$ cat config.mk
export PLATFORM = sky130hd
export DESIGN_NAME = quad_enc_speed_flat
export DESIGN_NICKNAME = d
export VERILOG_FILES = /design/src/rtl/quad_enc_speed_if.sv /design/src/rtl/quad_enc_speed.sv /design/src/flat_wrapper.sv
export SDC_FILE = /design/constraint.sdc
export NUM_CORES = 1
export LEC_CHECK = 0
export ABC_AREA = 1
export CAP_MARGIN = 15
export CELL_PAD_IN_SITES_DETAIL_PLACEMENT = 2
export CELL_PAD_IN_SITES_GLOBAL_PLACEMENT = 2
export CORE_AREA = 2 2 101 103
export CTS_CLUSTER_SIZE = 20
export DETAILED_ROUTE_END_ITERATION = 10
export DIE_AREA = 0 0 103 105
export PLACE_DENSITY = 0.95
export SLEW_MARGIN = 20
export SYNTH_ARGS = -nofsm -noshare
export SYNTH_HDL_FRONTEND = slang
export SYNTH_SLANG_ARGS = --single-unit
$ cat constraint.sdc
create_clock -name clk -period 4.5 [get_ports clk]
set_input_delay 0.9 -clock clk [delete_from_list [all_inputs] [get_ports clk]]
set_output_delay 0.9 -clock clk [all_outputs]
set_load 0.1 [all_outputs]
$ cat src/rtl/quad_enc_speed_if.sv
// Encoder pins in, signed speed sample out; slave side belongs to quad_enc_speed.
interface quad_enc_speed_if #(
  parameter int N = 8
);
  logic                enc_a;
  logic                enc_b;
  logic signed [N-1:0] enc;
  logic                enc_valid;
  logic                err;

  modport master (output enc_a, output enc_b, input enc, input enc_valid, input err);
  modport slave  (input enc_a, input enc_b, output enc, output enc_valid, output err);
endinterface

$ cat src/rtl/quad_enc_speed.sv
// x4 quadrature decoder with windowed, saturated signed speed output.
// Optional 3-sample glitch filter on each channel: define QENC_GLITCH_FILTER_EN.
module quad_enc_speed #(
  parameter int N      = 8,
  parameter int WINDOW = 75000
) (
  input logic             clk,
  input logic             rst,
  quad_enc_speed_if.slave bus
);

  localparam int ACC_W = 20;
  localparam int CNT_W = $clog2(WINDOW);
`ifdef QENC_GLITCH_FILTER_EN
  localparam int PRIME = 5;
`else
  localparam int PRIME = 3;
`endif
  localparam logic [CNT_W-1:0]        CNT_LAST = CNT_W'(WINDOW - 1);
  localparam logic signed [ACC_W-1:0] SAT_HI   = {{(ACC_W-N+1){1'b0}}, {(N-1){1'b1}}};
  localparam logic signed [ACC_W-1:0] SAT_LO   = {{(ACC_W-N+1){1'b1}}, {(N-1){1'b0}}};

  function automatic logic signed [N-1:0] sat(input logic signed [ACC_W-1:0] v);
    if (v > SAT_HI)      sat = SAT_HI[N-1:0];
    else if (v < SAT_LO) sat = SAT_LO[N-1:0];
    else                 sat = v[N-1:0];
  endfunction

  // channel pairs are {a, b}
  logic [1:0]              sync_p0, sync_p1, prev_p2, cur;
  logic [2:0]              prime_cnt;
  logic                    primed;
  logic signed [1:0]       step_d;
  logic                    ill_d;
  logic signed [1:0]       dlt_p2;
  logic                    ill_p2;
  logic                    err_r;
  logic [CNT_W-1:0]        cnt;
  logic signed [ACC_W-1:0] acc, acc_nxt;
  logic signed [N-1:0]     enc_r;
  logic                    vld_r;

`ifdef QENC_GLITCH_FILTER_EN
  logic [1:0] hist_p2, hist_p3, stable;
  // prev_p2 doubles as the filtered level: it only follows a bit after three equal samples
  assign stable = ~(sync_p1 ^ hist_p2) & ~(hist_p2 ^ hist_p3);
  assign cur    = (stable & sync_p1) | (~stable & prev_p2);
`else
  assign cur = sync_p1;
`endif

  assign primed = (prime_cnt == 3'(PRIME));

  always_comb begin
    step_d = 2'sb00;
    ill_d  = 1'b0;
    case ({prev_p2, cur})
      4'b0001, 4'b0111, 4'b1110, 4'b1000: step_d = 2'sb01;
      4'b0010, 4'b1011, 4'b1101, 4'b0100: step_d = 2'sb11;
      4'b0011, 4'b0110, 4'b1001, 4'b1100: ill_d  = 1'b1;
      default: ;
    endcase
  end

  assign acc_nxt = acc + $signed({{(ACC_W-2){dlt_p2[1]}}, dlt_p2});

  always_ff @(posedge clk) begin
    if (rst) begin
      sync_p0   <= '0;
      sync_p1   <= '0;
      prev_p2   <= '0;
`ifdef QENC_GLITCH_FILTER_EN
      hist_p2   <= '0;
      hist_p3   <= '0;
`endif
      prime_cnt <= '0;
      dlt_p2    <= '0;
      ill_p2    <= 1'b0;
      err_r     <= 1'b0;
      cnt       <= '0;
      acc       <= '0;
      enc_r     <= '0;
      vld_r     <= 1'b0;
    end else begin
      // sync stages
      sync_p0 <= {bus.enc_a, bus.enc_b};
      sync_p1 <= sync_p0;
      prev_p2 <= cur;
`ifdef QENC_GLITCH_FILTER_EN
      hist_p2 <= sync_p1;
      hist_p3 <= hist_p2;
`endif
      if (!primed) prime_cnt <= prime_cnt + 3'd1;

      // decode register
      dlt_p2 <= primed ? step_d : 2'sb00;
      ill_p2 <= primed & ill_d;
      err_r  <= ill_p2;

      // accumulate; the terminal cycle's delta closes into the published sample
      if (cnt == CNT_LAST) begin
        cnt   <= '0;
        acc   <= '0;
        enc_r <= sat(acc_nxt);
        vld_r <= 1'b1;
      end else begin
        cnt   <= cnt + CNT_W'(1);
        acc   <= acc_nxt;
        vld_r <= 1'b0;
      end
    end
  end

  assign bus.enc       = enc_r;
  assign bus.enc_valid = vld_r;
  assign bus.err       = err_r;

endmodule

$ cat src/flat_wrapper.sv
// flat-port wrapper written by rule: the top's interface ports become plain ports
module quad_enc_speed_flat 
#(
  parameter int N      = 8,
  parameter int WINDOW = 75000
)
  (clk, rst, bus_enc_a, bus_enc_b, bus_enc, bus_enc_valid, bus_err);
  quad_enc_speed_if #(.N(N)) bus_i ();
  input logic clk;
  input logic rst;
  input wire logic [$bits(bus_i.enc_a)-1:0] bus_enc_a;
  input wire logic [$bits(bus_i.enc_b)-1:0] bus_enc_b;
  output wire logic [$bits(bus_i.enc)-1:0] bus_enc;
  output wire logic [$bits(bus_i.enc_valid)-1:0] bus_enc_valid;
  output wire logic [$bits(bus_i.err)-1:0] bus_err;
  assign bus_i.enc_a = bus_enc_a;
  assign bus_i.enc_b = bus_enc_b;
  assign bus_enc = bus_i.enc;
  assign bus_enc_valid = bus_i.enc_valid;
  assign bus_err = bus_i.err;
  quad_enc_speed #(.N(N), .WINDOW(WINDOW)) u_core (.clk(clk), .rst(rst), .bus(bus_i));
endmodule
; Word level (Yosys, flattened, before mapping)
; Index checks and enable logic that the tools add are counted.
[word_totals]
regBits = 59
out_inout_bits = 10
wordCells = 42
[classes]
n_addsub = 3
n_lt_le_gt_ge = 2
n_eq_ne = 14
muxes = 5
n_bitwise = 2
reduce_logical = 5
[op_table]
columns = cell, count
row1 = "== test 4 bit, second input constant", 6
row2 = adder 20 x 2 -> 20 bit, 1
row3 = "greater-than comparator 20 x 8 -> 1 bit, second input constant", 1
row4 = "less-than comparator 20 x 8 -> 1 bit, second input constant", 1
row5 = "adder 17 x 1 -> 17 bit, second input constant", 1
row6 = "== test 17 bit, second input constant", 1
row7 = 2-to-1 mux 8 bit, 2
row8 = "== test 4 x 3 -> 1 bit, second input constant", 3
row9 = OR reduction 4 bit, 3
row10 = "== test 4 x 2 -> 1 bit, second input constant", 2
row11 = "== test 4 x 1 -> 1 bit, second input constant", 1
row12 = one-hot mux 2 bit (2 select lines), 1
row13 = OR reduction 2 bit, 2
row14 = "adder 3 x 1 -> 3 bit, second input constant", 1
row15 = "== test 3 x 2 -> 1 bit, second input constant", 1
row16 = 2-to-1 mux 1 bit, 2
row17 = AND 1 bit, 1
row18 = NOT 1 bit, 1

; Longest topological paths before layout
; Gate-level depths: netlist (run 1).
[depth]
ltp_word = 4
mapped_depth = 20
depth_no_buf = 20

; Worst setup path after synthesis (run 1)
; Ideal clock, no wire load.
[synth_timing]
kind = reg-to-reg
from = register u_core.dlt_p2[1]
to = register u_core.enc_r[2] (netlist: u_core.bus.enc[2])
t_arrival_ps = 2329
t_required_ps = 4439
slack_ps = 2109
stages_incl_launch_ff = 20
path_buffers = 0
synth_period_minus_slack_ps = 2391
cell_sequence = dfxtp_1 -> inv_1 -> fa_1 -> inv_1 -> nand3_1 -> nand3_1 -> nand2_1 -> nand2_1 -> nand2_1 -> nand2_1 -> nand2_1 -> nand2_1 -> nand2_1 -> nor2_1 -> nand3_1 -> nand2_4 -> nand2_1 -> nand2_1 -> nand2_1 -> nand2_1
[synth_between]
elab_chain_cells = 4
word_cells_on_any_way = 5
classes_between = add/sub: 1 / order compare: 2 / mux: 2
[synth_lines]
columns = item, line_no
row1 = from (decl), quad_enc_speed.sv:35  ; logic signed [1:0] dlt_p2;
row2 = from (signal assigned), quad_enc_speed.sv:96  ; dlt_p2 <= primed ? step_d : 2'sb00;
row3 = adder 20 x 2 -> 20 bit *, quad_enc_speed.sv:65  ; assign acc_nxt = acc + $signed({{(ACC_W-2){dlt_p2[1]}}, dlt_p2});
row4 = less-than comparator 20 x 8 -> 1 bit, quad_enc_speed.sv:25  ; else if (v < SAT_LO) sat = SAT_LO[N-1:0];
row5 = 2-to-1 mux 8 bit, quad_enc_speed.sv:25
row6 = 2-to-1 mux 8 bit *, quad_enc_speed.sv:24  ; if (v > SAT_HI) sat = SAT_HI[N-1:0];
row7 = to (signal assigned), quad_enc_speed.sv:104  ; enc_r <= sat(acc_nxt);
row8 = to (decl), quad_enc_speed.sv:40  ; logic signed [N-1:0] enc_r;
; Mark *: on every way between the ends. The rest lies on a longest branch, timed or not.
; A chain may end at the register's enable or synchronous reset.

; Worst setup path after layout (run 1)
[layout_timing]
from = register u_core.dlt_p2[1]
to = register u_core.enc_r[6] (netlist: u_core.bus.enc[6])
; The elaborated chain is that of the path after synthesis.

==> summary.txt, run 1 <==
CLOCK TREE
--------------------------------------------------------------------------------
CTS Hold Buffers Added                                                         0
Clock slew at reported path FFs                                          0.09 ns
Number of clock buffers inserted by TritonCTS                                  9
Number of levels the H-tree was split into                                     3
Later-pin clock latency in the skew report                               0.36 ns
TritonCTS clock tree                                                         yes
Number of gates resized after cts                                              0
CTS Root Buffer Type                                                sky130_fd_sc_hd__clkbuf_8
Total setup buffers inserted after CTS                                         0
Number of sinks on the clock net                                              59
Deepest clock path buffer count                                                2

SETUP PATH
--------------------------------------------------------------------------------
Capturing point of the worst reg2reg path                           u_core.bus.enc[6]
Endpoint class of the critical path                                     register
Register-to-Register Path Depth                                               19
Arrival time worst endpoint                                              3.55 ns
Setup crit start kind                                                   register
Start point of the critical path                                    u_core.dlt_p2[1]
Highest net fanout along the worst path                                       20
Startpoint of the most critical register-to-register path           u_core.dlt_p2[1]
Data required time of the worst path                                     4.79 ns
Critical path capture point                                         u_core.bus.enc[6]
Register-to-Register Setup Slack                                         1.23 ns
Kind of critical path                                                    reg2reg

CELLS AND AREA
--------------------------------------------------------------------------------
Final design area excluding fillers                                   3976 sq um
Antenna diodes                                                                 0
Most frequent cells in the layout                                   160 x sky130_fd_sc_hd__nand2_1, 85 x sky130_fd_sc_hd__inv_1, 67 x sky130_fd_sc_hd__nor2_1, 59 x sky130_fd_sc_hd__dfxtp_1
Most common library cell in the layout ignoring fill and taps       sky130_fd_sc_hd__nand2_1
Share of cells above drive strength 1                                    0.07899
Number of nets at the end of the flow                                        579
Layout area overhead                                                      13.18%
Fill cells                                                                  1185

TIMING
--------------------------------------------------------------------------------
Post-route clock period utilization                                       0.7256
Final worst path period need                                            3.265 ns
Final setup skew                                                      0.01792 ns
Slew at the pin with the worst max-slew slack                           1.027 ns
Final setup TNS                                                             0 ns
Number of setup violations in the final report                                 0
PnR worst setup slack                                                   1.235 ns
Final Hold Viols                                                               0
Slew Viols, Final                                                              0
Headroom to the max-slew limit                                            0.3148
Maximum frequency from static timing analysis                          306.3 MHz
RSZ-0062 raised after global routing                                       false

SYNTHESIS
--------------------------------------------------------------------------------
Summed instance area of the synthesized netlist                       3513 sq um
Synthesized Nets                                                             561
Flop and latch count out of synthesis                                         59
Cells taking the most area after synthesis                          sky130_fd_sc_hd__dfxtp_1 34%, sky130_fd_sc_hd__nand2_1 17%, sky130_fd_sc_hd__inv_1 9.1%
Yosys synthesis warning count                                                  0
Sequential area share after synthesis                                     0.3362
Mean cell area of the mapped netlist                                 6.579 sq um
Biggest area consumer among synthesized cells                       sky130_fd_sc_hd__dfxtp_1
Mapped Cells                                                                 534
Fraction of synthesized cell area taken by the top area cell type         0.3362
Count of distinct cell types in the synthesized netlist                       33

FLOORPLAN
--------------------------------------------------------------------------------
Width of the die                                                          103 um
Y dimension of the die                                                    105 um
Total number of placement rows                                                36
Die ar.                                                              10820 sq um
Starting density of the core                                              0.3645
I/O Pins                                                                      14
Core Box Area                                                         9639 sq um

PLACEMENT
--------------------------------------------------------------------------------
Placed instance area                                                  3782 sq um
Post-Place Worst Slack                                                  1.404 ns
Last weighted congestion value of the routability-driven placer           0.8297
Post-detailed-placement half-perimeter wirelength                       9.911 mm
Number of buffers inserted by port buffering                                  13

GLOBAL ROUTING
--------------------------------------------------------------------------------
Global-route wire length before repair                                  22.27 mm
Number of global-route vias before repair                                   4190
Largest net degree at the start of global routing                             32
GRT Util Overall                                                          0.2725
Remaining global-route overflow                                                0
Number of antenna violations at the first check in global routing              0

PWR
--------------------------------------------------------------------------------
Relative contribution of sequential cells to total power                   0.479
Power, Total                                                             1144 uW
P_sw                                                                    308.9 uW
VDD IR-drop max                                                         205.5 uV
Total power per unit cell area                                      287.7 nW/um^2
Share of power burned in the clock network                                 0.437
Leakage power                                                        0.001902 uW
Internal cell power                                                     835.0 uW
Sw Ratio                                                                  0.2701
Combinational Power Share                                                  0.084

ROUTE
--------------------------------------------------------------------------------
Count of vias placed by the detailed router                                 3556
Average vias per placed instance                                           5.154
Final WL                                                                13.78 mm
Initial DRC count                                                            163
Total DRC errors in the routed layout                                          0
Wire per inst                                                           19.97 um
Post-route antenna net violation count                                         0
First-pass detailed-route iteration total                                      4

RUN STATUS
--------------------------------------------------------------------------------
Run status                                                             completed

MIN PATH
--------------------------------------------------------------------------------
Min-Delay Path Class                                                     reg2reg

RUN
--------------------------------------------------------------------------------
Max-cap violation count                                                        0

metal layers:
metal  up-vias  global-route usage  wire (um)
met5         -                   0          0
met4         0              0.1250        590
met3        41             0.04415        319
met2        64              0.4981       7435
met1      1759              0.2993       5434
li1       1692                   -          -
synth_stat cells:
library cell	number
sky130_fd_sc_hd__nor4_1	7
sky130_fd_sc_hd__nor3b_1	1
sky130_fd_sc_hd__o21ai_0	10
sky130_fd_sc_hd__nor3_2	2
sky130_fd_sc_hd__xnor2_1	8
sky130_fd_sc_hd__nand3b_1	4
sky130_fd_sc_hd__a211oi_1	3
sky130_fd_sc_hd__dfxtp_1	59
sky130_fd_sc_hd__nand2_4	1
sky130_fd_sc_hd__clkbuf_1	2
sky130_fd_sc_hd__nor2_2	2
sky130_fd_sc_hd__o311a_1	1
sky130_fd_sc_hd__xor2_2	1
sky130_fd_sc_hd__nand3_1	25
sky130_fd_sc_hd__nor2_1	67
sky130_fd_sc_hd__nor3b_2	1
sky130_fd_sc_hd__a21oi_2	2
sky130_fd_sc_hd__nor3_1	9
sky130_fd_sc_hd__buf_2	4
sky130_fd_sc_hd__inv_1	85
sky130_fd_sc_hd__nand4_1	4
sky130_fd_sc_hd__a21oi_1	25
sky130_fd_sc_hd__or2_1	1
sky130_fd_sc_hd__o21a_1	1
sky130_fd_sc_hd__o41ai_1	1
sky130_fd_sc_hd__xor2_1	5
sky130_fd_sc_hd__inv_2	4
sky130_fd_sc_hd__nand3_2	3
sky130_fd_sc_hd__buf_4	1
sky130_fd_sc_hd__nand2_2	12
sky130_fd_sc_hd__ha_1	22
sky130_fd_sc_hd__fa_1	1
sky130_fd_sc_hd__nand2_1	160
power by group through the flow:
| stage | combinational [uW] | sequential (uW) | clock (uW) |
|---|---|---|---|
| after floorplan | 61.4 | 554 | 0 |
| after global placement | 75.0 | 555 | 0 |
| after detailed placement | 89.4 | 558 | 0 |
| after CTS | 97.1 | 547 | 508 |
| after global routing | 106 | 548 | 532 |
| final | 96.2 | 548 | 500 |
worst min-delay path by stage:
stage / start / end / depth (start not counted)
2_1_floorplan: u_core.ill_p2 / u_core.bus.err / 2
3_3_place_gp: u_core.sync_p0[0] / u_core.cur[0] / 2
3_5_place_dp: u_core.sync_p0[1] / u_core.cur[1] / 2
4_1_cts: u_core.sync_p0[1] / u_core.cur[1] / 2
5_1_grt: u_core.sync_p0[1] / u_core.cur[1] / 2
6_report: u_core.sync_p0[1] / u_core.cur[1] / 2
state kept, by name, indices dropped and copies added (netlist names):
signal / flops
u_core.bus.enc_valid: 1
u_core.acc: 20
u_core.bus.enc: 8
u_core.bus.err: 1
u_core.prime_cnt: 3
u_core.dlt_p2: 2
u_core.ill_p2: 1
u_core.prev_p2: 2
u_core.cnt: 17
u_core.sync_p0: 2
u_core.cur: 2
per-stage QoR:
stage | hold WS (ns) | instances | utilization
CTS | 0.4391 | 690 | 0.4125
global placement | 0.3962 | 674 | 0.3924
finish | 0.4337 | 690 | 0.4125
global route | 0.4382 | 690 | 0.4125
detailed placement | 0.4175 | 674 | 0.3924
floorplan | 0.3883 | 534 | -
critical path: stages, from the launching register on:
cell,delay [ns]
sky130_fd_sc_hd__dfxtp_1,0.90
sky130_fd_sc_hd__inv_1,0.15
sky130_fd_sc_hd__fa_1,0.48
sky130_fd_sc_hd__inv_1,0.13
sky130_fd_sc_hd__nand3_1,0.10
sky130_fd_sc_hd__nand3_1,0.14
sky130_fd_sc_hd__nand2_1,0.08
sky130_fd_sc_hd__nand2_1,0.09
sky130_fd_sc_hd__nand2_1,0.08
sky130_fd_sc_hd__nand2_1,0.06
sky130_fd_sc_hd__nand2_1,0.07
sky130_fd_sc_hd__nand2_1,0.11
sky130_fd_sc_hd__nand2_1,0.06
sky130_fd_sc_hd__nor2_1,0.13
sky130_fd_sc_hd__nand3_1,0.14
sky130_fd_sc_hd__nand2_4,0.13
sky130_fd_sc_hd__nand2_1,0.08
sky130_fd_sc_hd__nand2_1,0.08
sky130_fd_sc_hd__nand2_1,0.06
sky130_fd_sc_hd__nand2_1,0.12
area by class of cell:
cell class / count / area [sq um] / share of cell area
multi-input combinational: 379 / 1963 / 0.4937
sequential: 59 / 1181 / 0.2970
inverter: 89 / 334.1 / 0.08402
tap: 133 / 166.4 / 0.04185
clock buffer: 11 / 141.4 / 0.03556
timing repair buffer: 14 / 137.6 / 0.03461
clock inverter: 5 / 52.55 / 0.01322
kinds of logic after synthesis:
kind of cell | count (synthesis) | synth area share
xor gates and xnor gates | 14 | 0.03704
adders and majority gates | 23 | 0.08404
and+or+nand+nor | 299 | 0.3689
AOI/OAI and AO/OA | 43 | 0.06873
buffers and inverters | 96 | 0.1051
DFF | 59 | 0.3362
No activity file was read; power rests on OpenSTA's default activity.
==> inputs of run 2 (changes only) <==
- CORE_AREA: 2 2 101 103 -> 2 2 105 107
- DIE_AREA: 0 0 103 105 -> 0 0 107 109
- PLACE_DENSITY: 0.95 -> 0.89
- clock period: 4.5 -> 3.4 ns (I/O delays scaled with it)
==> run 2 against run 1 <==
  * Global-route usage is 4.5 points lower
  * Final cell count is 1.4% higher
  * Setup slack worse by 0.60 ns
  * Non-clock buffer count is 3 higher
  * Critical path type unchanged
  * Critical endpoint is now u_core.bus.enc[2]
==> summary.txt, run 2 (synthesis results as in run 1) <==
PWR
--------------------------------------------------------------------------------
Sw Ratio                                                                  0.2874   +0.01730
Combinational Power Share                                                  0.078   -0.006
VDD IR-drop max                                                         230.3 uV   +12%
Total power per unit cell area                                      382.1 nW/um^2   +33%
Share of power burned in the clock network                                 0.451   +0.014
Internal cell power                                                      1092 uW   +31%
Relative contribution of sequential cells to total power                   0.471   -0.008
P_sw                                                                    440.2 uW   +42%
Leakage power                                                        0.001916 uW   +0.73%

ROUTE
--------------------------------------------------------------------------------
Total DRC errors in the routed layout                                          0   unchanged
Initial DRC count                                                            129   -21%
Post-route antenna net violation count                                         0   unchanged
Average vias per placed instance                                           4.977   -3.4%
Wire per inst                                                           17.34 um   -13%
Count of vias placed by the detailed router                                 3484   -2.0%
First-pass detailed-route iteration total                                      4   unchanged
Final WL                                                                12.14 mm   -12%

FLOORPLAN
--------------------------------------------------------------------------------
Starting density of the core                                              0.3314   -0.03312
Y dimension of the die                                                    109 um   +3.8%
Die ar.                                                              11660 sq um   +7.8%
Width of the die                                                          107 um   +3.9%
I/O Pins                                                                      14   unchanged
Core Box Area                                                        10600 sq um   +10%
Total number of placement rows                                                38   +5.6%

CELLS AND AREA
--------------------------------------------------------------------------------
Number of nets at the end of the flow                                        582   +0.52%
Most frequent cells in the layout                                   160 x sky130_fd_sc_hd__nand2_1, 85 x sky130_fd_sc_hd__inv_1, 67 x sky130_fd_sc_hd__nor2_1, 59 x sky130_fd_sc_hd__dfxtp_1
Register with the highest flop count                                  u_core.acc
Layout area overhead                                                      14.10%
Most common library cell in the layout ignoring fill and taps       sky130_fd_sc_hd__nand2_1
Final design area excluding fillers                                   4009 sq um   +0.82%
Antenna diodes                                                                 0   unchanged
Largest register FFs                                                          20   unchanged
Share of cells above drive strength 1                                    0.09107   +0.01208

TIMING
--------------------------------------------------------------------------------
Final Hold Viols                                                               0   unchanged
Slew at the pin with the worst max-slew slack                          0.9813 ns   -0.04541 ns
Final setup skew                                                      0.01062 ns   -0.007305 ns
Maximum frequency from static timing analysis                          361.4 MHz   +18%
Slew Viols, Final                                                              0   unchanged
Final worst path period need                                            2.767 ns   -0.4982 ns
PnR worst setup slack                                                  0.6329 ns   -0.6018 ns
Post-route clock period utilization                                       0.8139   +0.08824
Final setup TNS                                                             0 ns   unchanged
RSZ-0062 raised after global routing                                       false
Headroom to the max-slew limit                                            0.3438   +0.02898
Number of setup violations in the final report                                 0   unchanged

PLACEMENT
--------------------------------------------------------------------------------
Placed instance area                                                  3806 sq um   +0.63%
Post-Place Worst Slack                                                 0.7227 ns   -0.6812 ns
Post-detailed-placement half-perimeter wirelength                       8.804 mm   -11%
Last weighted congestion value of the routability-driven placer           0.7932   -4.4%
Number of buffers inserted by port buffering                                  13   unchanged

CLOCK TREE
--------------------------------------------------------------------------------
Deepest clock path buffer count                                                2   unchanged
Number of sinks on the clock net                                              59   unchanged
Number of clock buffers inserted by TritonCTS                                  9   unchanged
Later-pin clock latency in the skew report                               0.36 ns   about the same
Total setup buffers inserted after CTS                                         0   unchanged
Clock slew at reported path FFs                                          0.09 ns   about the same
CTS Hold Buffers Added                                                         0   unchanged
Number of gates resized after cts                                              0   unchanged
TritonCTS clock tree                                                         yes
Number of levels the H-tree was split into                                     3   unchanged
CTS Root Buffer Type                                                sky130_fd_sc_hd__clkbuf_8

SETUP PATH
--------------------------------------------------------------------------------
Data required time of the worst path                                     3.71 ns   -1.08 ns
Arrival time worst endpoint                                              3.07 ns   -0.48 ns
Kind of critical path                                                    reg2reg
Delay contributed by the slowest stage of the critical path              0.44 ns   -0.46 ns
Kind of cell with the highest combined delay on the critical path   simple AND/OR/NAND/NOR gates
CP max-delay cell                                                   sky130_fd_sc_hd__fa_1
Cell mode on critical path                                          sky130_fd_sc_hd__nand2_1
Critical Path, Cell by Cell                                         buf_4, inv_1, fa_1, inv_1, nand3_1, nand3_1, nand2_1, nand2_1, nand2_1, nand2_1, nand2_1, nand2_1, nand2_1, nor2_1, nand3_1, nand2_4, nand2_1, nand2_1, nand2_1, nand2_1
Setup crit start kind                                                   register
Sum of buffers and inverters on the critical path                              3   +1
Highest net fanout along the worst path                                       20   unchanged
Endpoint class of the critical path                                     register

GLOBAL ROUTING
--------------------------------------------------------------------------------
Number of global-route vias before repair                                   4042   -3.5%
Number of antenna violations at the first check in global routing              0   unchanged
Largest net degree at the start of global routing                             21   -34%
Global-route wire length before repair                                  20.43 mm   -8.3%
Remaining global-route overflow                                                0   unchanged
GRT Util Overall                                                          0.2279   -0.04465

RUN
--------------------------------------------------------------------------------
Max-cap violation count                                                        0   unchanged

MIN PATH
--------------------------------------------------------------------------------
Min-Delay Path Class                                                     reg2reg

RUN STATUS
--------------------------------------------------------------------------------
Run status                                                             completed

[run 2: through the flow]
| step | hold WS, ns | utilization | std cells | power, uW |
|---|---|---|---|---|
| 4_1_cts | 0.4151 | 0.3781 | 700 | 1538 |
| 6_report | 0.4086 | 0.3781 | 700 | 1532 |
| 2_1_floorplan | 0.3883 | - | 534 | 814.4 |
| 3_3_place_gp | 0.3919 | 0.3590 | 684 | 837.9 |
| 3_5_place_dp | 0.4045 | 0.3590 | 684 | 850.6 |
| 5_1_grt | 0.4310 | 0.3781 | 700 | 1590 |
[run 2: area by class of cell]
class | instances | area [sq um]
fillers | 1287 | 6594
multi-input cells | 379 | 1963
flip-flops and latches | 59 | 1181
inverters | 89 | 334.1
well taps | 140 | 175.2
repair buffers | 17 | 152.6
clock buffers | 9 | 123.9
clock inverters | 7 | 78.83
[run 2: per-layer routing]
metal,global-route usage,share of wire,vias up
met3,0.03527,0.020,24
met2,0.4286,0.52,45
met5,0,0,-
met1,0.2567,0.43,1710
li1,-,-,1705
met4,0.09184,0.028,0
[run 2: final timing paths]
path | startpoint | to | slack, ns | cells after the start
setup / recovery | u_core.dlt_p2[1] | u_core.bus.enc[2] | 0.63 | 20
hold / removal | u_core.ill_p2 | u_core.bus.err | 0.41 | 2
setup reg to reg | u_core.dlt_p2[1] | u_core.bus.enc[2] | 0.63 | 20
hold reg to reg | u_core.ill_p2 | u_core.bus.err | 0.41 | 2
[run 2: power groups by stage]
stage	combinational [uW]	sequential (uW)	clock, uW
detailed placement	114	736	0
floorplan	81.2	733	0
CTS	122	721	696
global route	135	723	732
global placement	104	734	0
finish	120	721	691
[run 2: worst register-to-register path, delay by kind of cell, from the launching register on]
family,cells,cell delay [ns]
buffers and inverters,3,0.48
adder cells (fa/ha/maj),1,0.44
flip-flops,1,0.33
AND/OR/NAND/NOR,16,1.46
==> inputs of run 3 (changes only) <==
- CORE_AREA: 2 2 105 107 -> 2 2 110 112
- DIE_AREA: 0 0 107 109 -> 0 0 112 114
- PLACE_DENSITY: 0.89 -> 0.86
- clock period: 3.4 -> 2.28 ns (I/O delays scaled with it)
==> run 3 against run 2 <==
  * The run now ends with negative setup slack left
  * Clock-buffer cell count unchanged
  * Critical path depth decreased by 1
  * Clock skew about the same
  * First-iteration DRC count increased by 57%
  * Utilization increased by 9.6 points
  * Cell area increased by 38%
  * Via count increased by 21%
  * Final cell count increased by 9.9%
  * Sequential power increased by 50%
  * Global-route usage increased by 6.7 points
  * Power increased by 99%
  * Non-clock buffer count increased by 62
  * Critical path type unchanged
  * Largest cell class unchanged
==> summary.txt, run 3 (synthesis results as in run 1) <==
CLOCK TREE
--------------------------------------------------------------------------------
Deepest clock path buffer count                                                2   unchanged
Number of clock buffers inserted by TritonCTS                                  9   unchanged
Later-pin clock latency in the skew report                               0.35 ns   about the same
CTS Root Buffer Type                                                sky130_fd_sc_hd__clkbuf_16
Clock slew at reported path FFs                                          0.06 ns   -0.03 ns
Number of levels the H-tree was split into                                     3   unchanged
CTS Hold Buffers Added                                                         0   unchanged
Number of sinks on the clock net                                              59   unchanged
TritonCTS clock tree                                                         yes

TIMING
--------------------------------------------------------------------------------
Maximum frequency from static timing analysis                          373.2 MHz   +3.3%
Slew at the pin with the worst max-slew slack                          0.7002 ns   -0.2811 ns
Final setup skew                                                      0.01059 ns   -0.00003330 ns
Slew Viols, Final                                                              0   unchanged
Number of setup violations in the final report                                17   +17
Headroom to the max-slew limit                                            0.5298   +0.1861
RSZ-0062 raised after global routing                                        true
PnR worst setup slack                                                 -0.3992 ns   -1.032 ns
Final worst path period need                                            2.679 ns   -0.08792 ns
Post-route clock period utilization                                        1.175   +0.3612
Final Hold Viols                                                               0   unchanged

GLOBAL ROUTING
--------------------------------------------------------------------------------
Number of antenna violations at the first check in global routing              0   unchanged
GRT Util Overall                                                          0.2949   +0.06700
Largest net degree at the start of global routing                             28   +33%
Remaining global-route overflow                                                0   unchanged
Global-route wire length before repair                                  28.03 mm   +37%
Number of global-route vias before repair                                   4779   +18%

CELLS AND AREA
--------------------------------------------------------------------------------
Share of cells above drive strength 1                                     0.4405   +0.3494
Most common library cell in the layout ignoring fill and taps       sky130_fd_sc_hd__nand2_1
Antenna diodes                                                                 0   unchanged
Post-layout instance count excluding filler cells                            769   +9.9%
Largest register FFs                                                          20   unchanged
Most frequent cells in the layout                                   90 x sky130_fd_sc_hd__nand2_1, 72 x sky130_fd_sc_hd__inv_1, 68 x sky130_fd_sc_hd__buf_4, 58 x sky130_fd_sc_hd__nand2_2, 55 x sky130_fd_sc_hd__dfxtp_1
Final design area excluding fillers                                   5549 sq um   +38%
Layout area overhead                                                      57.94%
Number of nets at the end of the flow                                        644   +11%
Register with the highest flop count                                  u_core.acc

FLOORPLAN
--------------------------------------------------------------------------------
Y dimension of the die                                                    114 um   +4.6%
Total number of placement rows                                                40   +5.3%
I/O Pins                                                                      14   unchanged
Core Box Area                                                        11710 sq um   +10%
Die ar.                                                              12770 sq um   +9.5%
Starting density of the core                                              0.3000   -0.03137
Width of the die                                                          112 um   +4.7%

PWR
--------------------------------------------------------------------------------
VDD IR-drop max                                                         706.0 uV   +210%
Total power per unit cell area                                      550.1 nW/um^2   +44%
Leakage power                                                        0.002565 uW   +34%

ROUTE
--------------------------------------------------------------------------------
Wire per inst                                                           28.67 um   +65%
Count of vias placed by the detailed router                                 4231   +21%
Post-route antenna net violation count                                         0   unchanged
Average vias per placed instance                                           5.502   +11%
Initial DRC count                                                            202   +57%
Final WL                                                                22.05 mm   +82%
Total DRC errors in the routed layout                                          0   unchanged
First-pass detailed-route iteration total                                      4   unchanged

RUN STATUS
--------------------------------------------------------------------------------
Failing checks                                                      negative setup slack
Run status                                                          complete, but fails checks

SETUP PATH
--------------------------------------------------------------------------------
Data required time of the worst path                                     2.57 ns   -1.14 ns
Highest net fanout along the worst path                                        7   -65%
Endpoint class of the critical path                                     register
Arrival time worst endpoint                                              2.97 ns   -0.10 ns
Kind of critical path                                                    reg2reg
Register-to-Register Path Depth                                               19   -5.0%
Setup crit start kind                                                   register

PLACEMENT
--------------------------------------------------------------------------------
Number of buffers inserted by port buffering                                  13   unchanged
Placed instance area                                                  4161 sq um   +9.3%
Number of placed instances, taps included                                    736   +7.6%
Post-detailed-placement half-perimeter wirelength                       10.04 mm   +14%
Last weighted congestion value of the routability-driven placer           0.8158   +2.8%

MIN PATH
--------------------------------------------------------------------------------
Min-Delay Path Class                                                     reg2reg
Hold path cells                                                                2   unchanged

RUN
--------------------------------------------------------------------------------
Max-cap violation count                                                        0   unchanged

-- run 3: worst paths after layout --
check,to,slack [ns],from
max,u_core.bus.enc[5],-0.40,u_core.dlt_p2[1]
min,u_core.cur[0],0.42,u_core.sync_p0[0]
max reg2reg,u_core.bus.enc[5],-0.40,u_core.dlt_p2[1]
min reg2reg,u_core.cur[0],0.42,u_core.sync_p0[0]
-- run 3: critical path: stages, from the launching register on --
cell	delay, ns
sky130_fd_sc_hd__dfxtp_4	0.41
sky130_fd_sc_hd__buf_8	0.16
sky130_fd_sc_hd__ha_4	0.23
sky130_fd_sc_hd__nand2_2	0.11
sky130_fd_sc_hd__inv_2	0.06
sky130_fd_sc_hd__nand2_1	0.10
sky130_fd_sc_hd__nand2_1	0.09
sky130_fd_sc_hd__nand2_1	0.15
sky130_fd_sc_hd__nand3_4	0.12
sky130_fd_sc_hd__nand2_2	0.11
sky130_fd_sc_hd__nand2_1	0.08
sky130_fd_sc_hd__nand2_2	0.12
sky130_fd_sc_hd__nand3_2	0.15
sky130_fd_sc_hd__nor2_4	0.14
sky130_fd_sc_hd__nand3_4	0.11
sky130_fd_sc_hd__nand2_8	0.14
sky130_fd_sc_hd__nand2_2	0.07
sky130_fd_sc_hd__nand2_1	0.11
sky130_fd_sc_hd__nand2_1	0.07
sky130_fd_sc_hd__nand2_1	0.08
-- run 3: area by class of cell --
cell class | count | area [sq um]
tap | 147 | 183.9
inverter | 89 | 349.1
timing repair buffer | 79 | 651.9
clock buffer | 9 | 225.2
sequential | 59 | 1189
multi-input combinational | 379 | 2834
clock inverter | 7 | 116.4
fill | 1292 | 6162
-- run 3: power breakdown --
group / internal, uW / leakage (uW) / switching (uW) / total (uW)
registers: 1060 / 0.000480 / 26.5 / 1080
clock network: 1070 / 0.000165 / 603 / 1670
logic: 109 / 0.00192 / 190 / 299
-- run 3: what timing repair did --
action,in CTS,in global routing
buffers inserted,10,8
pin swaps,26,54
setup endpoints to repair,13,40
gates resized for setup,110,117
cloned,0,0
-- run 3: per-stage QoR --
stage	worst slack [ns]	TNS, ns	hold WS, ns	utilization	power (uW)
after floorplan	0.08007	0	0.3883	-	1215
after global placement	-0.1343	-0.8198	0.3944	0.3553	1266
after detailed placement	-0.3364	-2.279	0.4057	0.3553	1289
after CTS	-0.2268	-1.490	0.4179	0.4332	2941
after global routing	-0.4847	-4.388	0.4481	0.4738	3100
final	-0.3992	-3.513	0.4249	0.4738	3053
-- run 3: metal layers --
metal,vias to the layer above,track usage,part of all wire
met2,173,0.5842,0.54
li1,1828,-,-
met5,-,0,0
met4,0,0.1602,0.067
met1,2132,0.2932,0.35
met3,98,0.04516,0.038
==> edit 1 (flow settings as in run 2) <==
`N` is set to 8 in 3 places; all go to 9.
--- a/src/rtl/quad_enc_speed_if.sv
+++ b/src/rtl/quad_enc_speed_if.sv
@@ -1,6 +1,6 @@
 // Encoder pins in, signed speed sample out; slave side belongs to quad_enc_speed.
 interface quad_enc_speed_if #(
-  parameter int N = 8
+  parameter int N = 9
 );
   logic                enc_a;
   logic                enc_b;
--- a/src/rtl/quad_enc_speed.sv
+++ b/src/rtl/quad_enc_speed.sv
@@ -1,7 +1,7 @@
 // x4 quadrature decoder with windowed, saturated signed speed output.
 // Optional 3-sample glitch filter on each channel: define QENC_GLITCH_FILTER_EN.
 module quad_enc_speed #(
-  parameter int N      = 8,
+  parameter int N      = 9,
   parameter int WINDOW = 75000
 ) (
   input logic             clk,
--- a/src/flat_wrapper.sv
+++ b/src/flat_wrapper.sv
@@ -1,7 +1,7 @@
 // flat-port wrapper written by rule: the top's interface ports become plain ports
 module quad_enc_speed_flat 
 #(
-  parameter int N      = 8,
+  parameter int N      = 9,
   parameter int WINDOW = 75000
 )
   (clk, rst, bus_enc_a, bus_enc_b, bus_enc, bus_enc_valid, bus_err);
Ports: changed (resized bus_enc); port bits go from 14 to 15. No check against the original RTL was run, so the function may have changed too.
==> edit 1 against run 2 <==
  * Area after synthesis increased by 0.21%
  * Wire length increased by 3.1%
  * Setup slack worse by 0.019 ns
  * Worst hold slack got worse by 0.0067 ns
  * Sequential cell count is 1 higher
  * Core utilization up 0.35 points
  * Total power is 0.41% higher
  * Cell area is 0.94% higher
  * Cell count grew 0.29%
==> edit 1: results (changes against run 2) <==
* Met2 GRT Util at 45.54% (+2.7 points)
* Leakage at 1.949 nW (+1.7%)
* Crit path max fanout at 14 (-30%)
* Input/output buffers at 14 (+1)
* Synthesized area per cell at 6.618 um2 (+0.59%)
* Worst R2R Setup Slack at 0.61 ns (-0.02 ns)
* Clock network power share at 45.0% (about the same)
* NumNets Final at 584 (+0.34%)
* Synth top area cells: dfxtp_1, nand2_1, inv_1, ha_1, nor2_1
* Fillcell total at 1284 (-0.23%)
* Largest Register: u_core.acc
* Layout cells sized above 1 at 8.363% (-0.74 points)
* Met3 routed WL at 206 um (-15%)
* Synth cell types at 32 (-3.0%)
* Peak VDD IR at 0.0002357 V (+2.3%)
* Power Total at 1.538 mW (+0.41%)
* Flop pwr share at 47.6% (+0.5 points)
* Multi-input logic area at 1993 um2 (+1.5%)
* Worst setup margin at 0.6137 ns (-0.01916 ns)
* Status: finished clean
* Worst path slowest cell: ha_1
* DPL Wire Length at 9412 um (+6.9%)
* Largest net degree at the start of global routing at 23 (+9.5%)
* First-pass GRT wire length at 20950 um (+2.5%)
* Max-slew headroom at 33.27% (-1.1 points)
* Dpl cell area at 3844 um2 (+0.99%)
* Switch Pwr at 400.7 uW (-9.0%)
* Seq/Total Area, Yosys at 34.12% (+0.50 points)
* RR Startpoint: u_core.dlt_p2[1]
* M1 GR Usage at 25.58% (-0.090 points)
* Number of global-route vias before repair at 4116 (+1.8%)
* GRT Util Overall at 23.37% (+0.59 points)
* Worst-path clk slew at 0.07 ns (-0.02 ns)
* Mapped Nets at 559 (-0.36%)
* Fin Hold WS at 0.4019 ns (-0.006693 ns)
* Inst Count DP at 686 (+0.29%)
* DR vias at 3544 (+1.7%)
* Peak per-stage delay on the critical path at 0.41 ns (-0.03 ns)
* Pre-CTS WS at 0.6797 ns (-0.04306 ns)
* Worst Skew at 0.006087 ns (-0.004533 ns)
* Via density at 5.048 (+1.4%)
* DRT met1 WL at 5319 um (+1.5%)
* Worst-case reg-to-reg path depth at 16 (-20%)
* Initial antenna violation count at 0 (unchanged)
* DR WL/cell at 17.82 um (+2.8%)
* GR Util met3 at 2.809% (-0.72 points)
[edit 1: changes by cell type after synthesis, moves of 3 or more]
cell / before / now
inv_1: 85 / 79
nand2_1: 160 / 165
nand2_2: 12 / 9
nand3_1: 25 / 32
nor2_2: 2 / 6
nor4_1: 7 / 3
xor2_1: 5 / 10
[edit 1: final cells by class]
type / count / share of cell area [%]
clock buffers: 12 / 3.834
clock inverters: 4 / 1.175
inverters: 81 / 7.514
multi-input cells: 386 / 49.26
flip-flops and latches: 60 / 29.68
well taps: 140 / 4.329
repair buffers: 19 / 4.205
[edit 1: logic make-up after synthesis]
kind of cell | count (synthesis) | share of synthesized area, %
compound gates | 39 | 6.006
fa+ha+maj | 23 | 8.387
flops | 60 | 34.12
simple gates | 307 | 37.77
xor+xnor | 17 | 4.442
buf+inv | 86 | 9.275
==> edit 2 (flow settings as in run 2) <==
Made on the original files. Make the reset (`rst`) asynchronous in one clocked block.
--- a/src/rtl/quad_enc_speed.sv
+++ b/src/rtl/quad_enc_speed.sv
@@ -64,7 +64,7 @@
 
   assign acc_nxt = acc + $signed({{(ACC_W-2){dlt_p2[1]}}, dlt_p2});
 
-  always_ff @(posedge clk) begin
+  always_ff @(posedge clk or posedge rst) begin
     if (rst) begin
       sync_p0   <= '0;
       sync_p1   <= '0;
Function: differs if rst is asserted again (counterexample within 10 cycles, from zero or initial values and one cycle with rst high); with rst held inactive, the same outputs for 10 cycles.
==> edit 2 against run 2 <==
  * Clock skew grew 0.0010 ns
  * Worst hold slack got worse by 0.036 ns
  * Die area is the same
  * Sequential cell count unchanged
  * Wire length grew 24%
  * Setup slack worse by 0.29 ns
  * Cell area rose by 7.3%
  * Area after synthesis grew 7.9%
Power is not compared: it rests on default switching activity, and its combinational part moved more than twofold at a synthesized area within 25%.
==> edit 2: results (changes against run 2) <==
* Status: finished clean
* TritonCTS Buffers at 9 (unchanged)
* Post-CTS Setup Bufs at 0 (unchanged)
* Initial antenna violation count at 0 (unchanged)
* Gate Count Post-Synth at 518 (-3.0%)
* Worst Skew at 0.01165 ns (+0.001028 ns)
* Drt pass-1 iters at 4 (unchanged)
* Max-slew headroom at 34.13% (-0.24 points)
* Tmin final at 3.061 ns (+0.2941 ns)
* Pre-CTS WS at 0.2375 ns (-0.4852 ns)
* Seq/Total Area, Yosys at 38.94% (+5.3 points)
* Async S/R FF share, synth at 100.0% (+100 points)
* Worst R2R Setup Slack at 0.34 ns (-0.29 ns)
* Layout cells sized above 1 at 12.77% (+3.7 points)
* Synth top area cells: dfrtp_1, nand2_1, inv_1, ha_1, nor2_1
* Input/output buffers at 13 (unchanged)
* Peak VDD IR at 0.0003270 V
* DPL Wire Length at 10050 um (+14%)
* DR vias at 3624 (+4.0%)
* Number of global-route vias before repair at 4301 (+6.4%)
* Fillcell total at 1214 (-5.7%)
* Worst-case reg-to-reg path depth at 15 (-25%)
* Inst Count DP at 672 (-1.8%)
* H-tree Lvls at 3 (unchanged)
* YS warnings at 0 (unchanged)
* Setup crit start: u_core.dlt_p2[1]
* Synth top cells by count: nand2_1, inv_1, dfrtp_1
* Crit path max fanout at 19 (-5.0%)
* Iter 0 DRT Violations at 197 (+53%)
* Ant diodes at 0 (unchanged)
* Main synth FF type: dfrtp_1
* DR WL/cell at 21.94 um (+27%)
* Mapped Nets at 545 (-2.9%)
* CP endpoint kind: flip-flop
* Worst-path clk slew at 0.07 ns (-0.02 ns)
* Via density at 5.267 (+5.8%)
* Largest net degree at the start of global routing at 38 (+81%)
* Gpl congestion at 0.8651 (+9.1%)
* GRT Util Overall at 27.61% (+4.8 points)
* Root Buffer: clkbuf_8
* Largest register FFs at 20 (unchanged)
* Max Buffers Root-to-Sink at 2 (unchanged)
* First-pass GRT wire length at 24020 um (+18%)
* CP arrival at 3.29 ns (+0.22 ns)
* Leakage at 2.284 nW
* CTS resizes at 0 (unchanged)
* Top-area cell type share of the netlist area at 38.94% (+5.3 points)
* Synth cell types at 29 (-12%)
* NumNets Final at 570 (-2.1%)
* Dpl cell area at 4106 um2 (+7.9%)
* Crit Reg-Reg Endpoint: u_core.bus.enc[3]
## edit 2: cell count changes in the layout (fill, tap and decap cells not counted), sizes merged, moves of 5 or more
cell,run 2,this run
dfrtp,0,59
dfxtp,59,0
xnor2,8,3
nor3,11,16
xor2,6,15
nand2,173,162
nor2,69,59
nand3,28,38
## edit 2: metal layers
layer | track usage (%) | vias up | wire length (um)
met5 | 0 | - | 0
met4 | 10.20 | 0 | 374
met3 | 3.527 | 34 | 313
met2 | 53.50 | 57 | 8276
met1 | 30.71 | 1865 | 6132
li1 | - | 1668 | -
## edit 2: power breakdown
part           internal, mW  total (mW)  switching, mW
combinational         0.610        2.12           1.51
clock                 0.355       0.685          0.330
sequential            0.843       0.915         0.0720
total                  1.81        3.72           1.91
## edit 2: how the worst min path moves through the flow
stage                                  from              to  slack [ns]  cells after the start
after floorplan               u_core.ill_p2  u_core.bus.err        0.33                      0
after global placement        u_core.ill_p2  u_core.bus.err        0.33                      0
after detailed placement  u_core.sync_p0[1]   u_core.cur[1]        0.35                      0
after CTS                     u_core.ill_p2  u_core.bus.err        0.37                      0
after global routing          u_core.ill_p2  u_core.bus.err        0.38                      0
final                         u_core.ill_p2  u_core.bus.err        0.37                      0
## edit 2: worst max-delay path: stages, from the launching register on
cell	delay, ns
dfrtp_2	0.70
ha_1	0.41
nand2_1	0.15
inv_1	0.07
nand2_1	0.14
inv_1	0.06
a21oi_1	0.25
nand2_1	0.10
nand2_1	0.09
nand2_1	0.10
nor2_1	0.16
nand2_1	0.09
inv_1	0.08
nand3_2	0.13
a21oi_4	0.26
a21oi_1	0.13
## edit 2: layout make-up
cell class / count / share of cell area (%)
timing repair buffer: 17 / 3.374
inverter: 86 / 7.504
tap: 140 / 4.072
clock buffer: 11 / 3.287
sequential: 59 / 34.35
multi-input combinational: 370 / 46.19
clock inverter: 5 / 1.222
## edit 2: cells by family (layout without fill, tap and decap cells)
group                    after synthesis  count (layout)  synth area share, %
adder cells (fa/ha/maj)               23              23                7.789
XOR/XNOR                              18              18                4.357
buffers and inverters                 89             119                8.812
AO/OA/AOI/OAI                         38              38                5.710
flip-flops                            59              59                38.94
multiplexers                           1               1               0.2970
AND/OR/NAND/NOR                      290             290                34.09
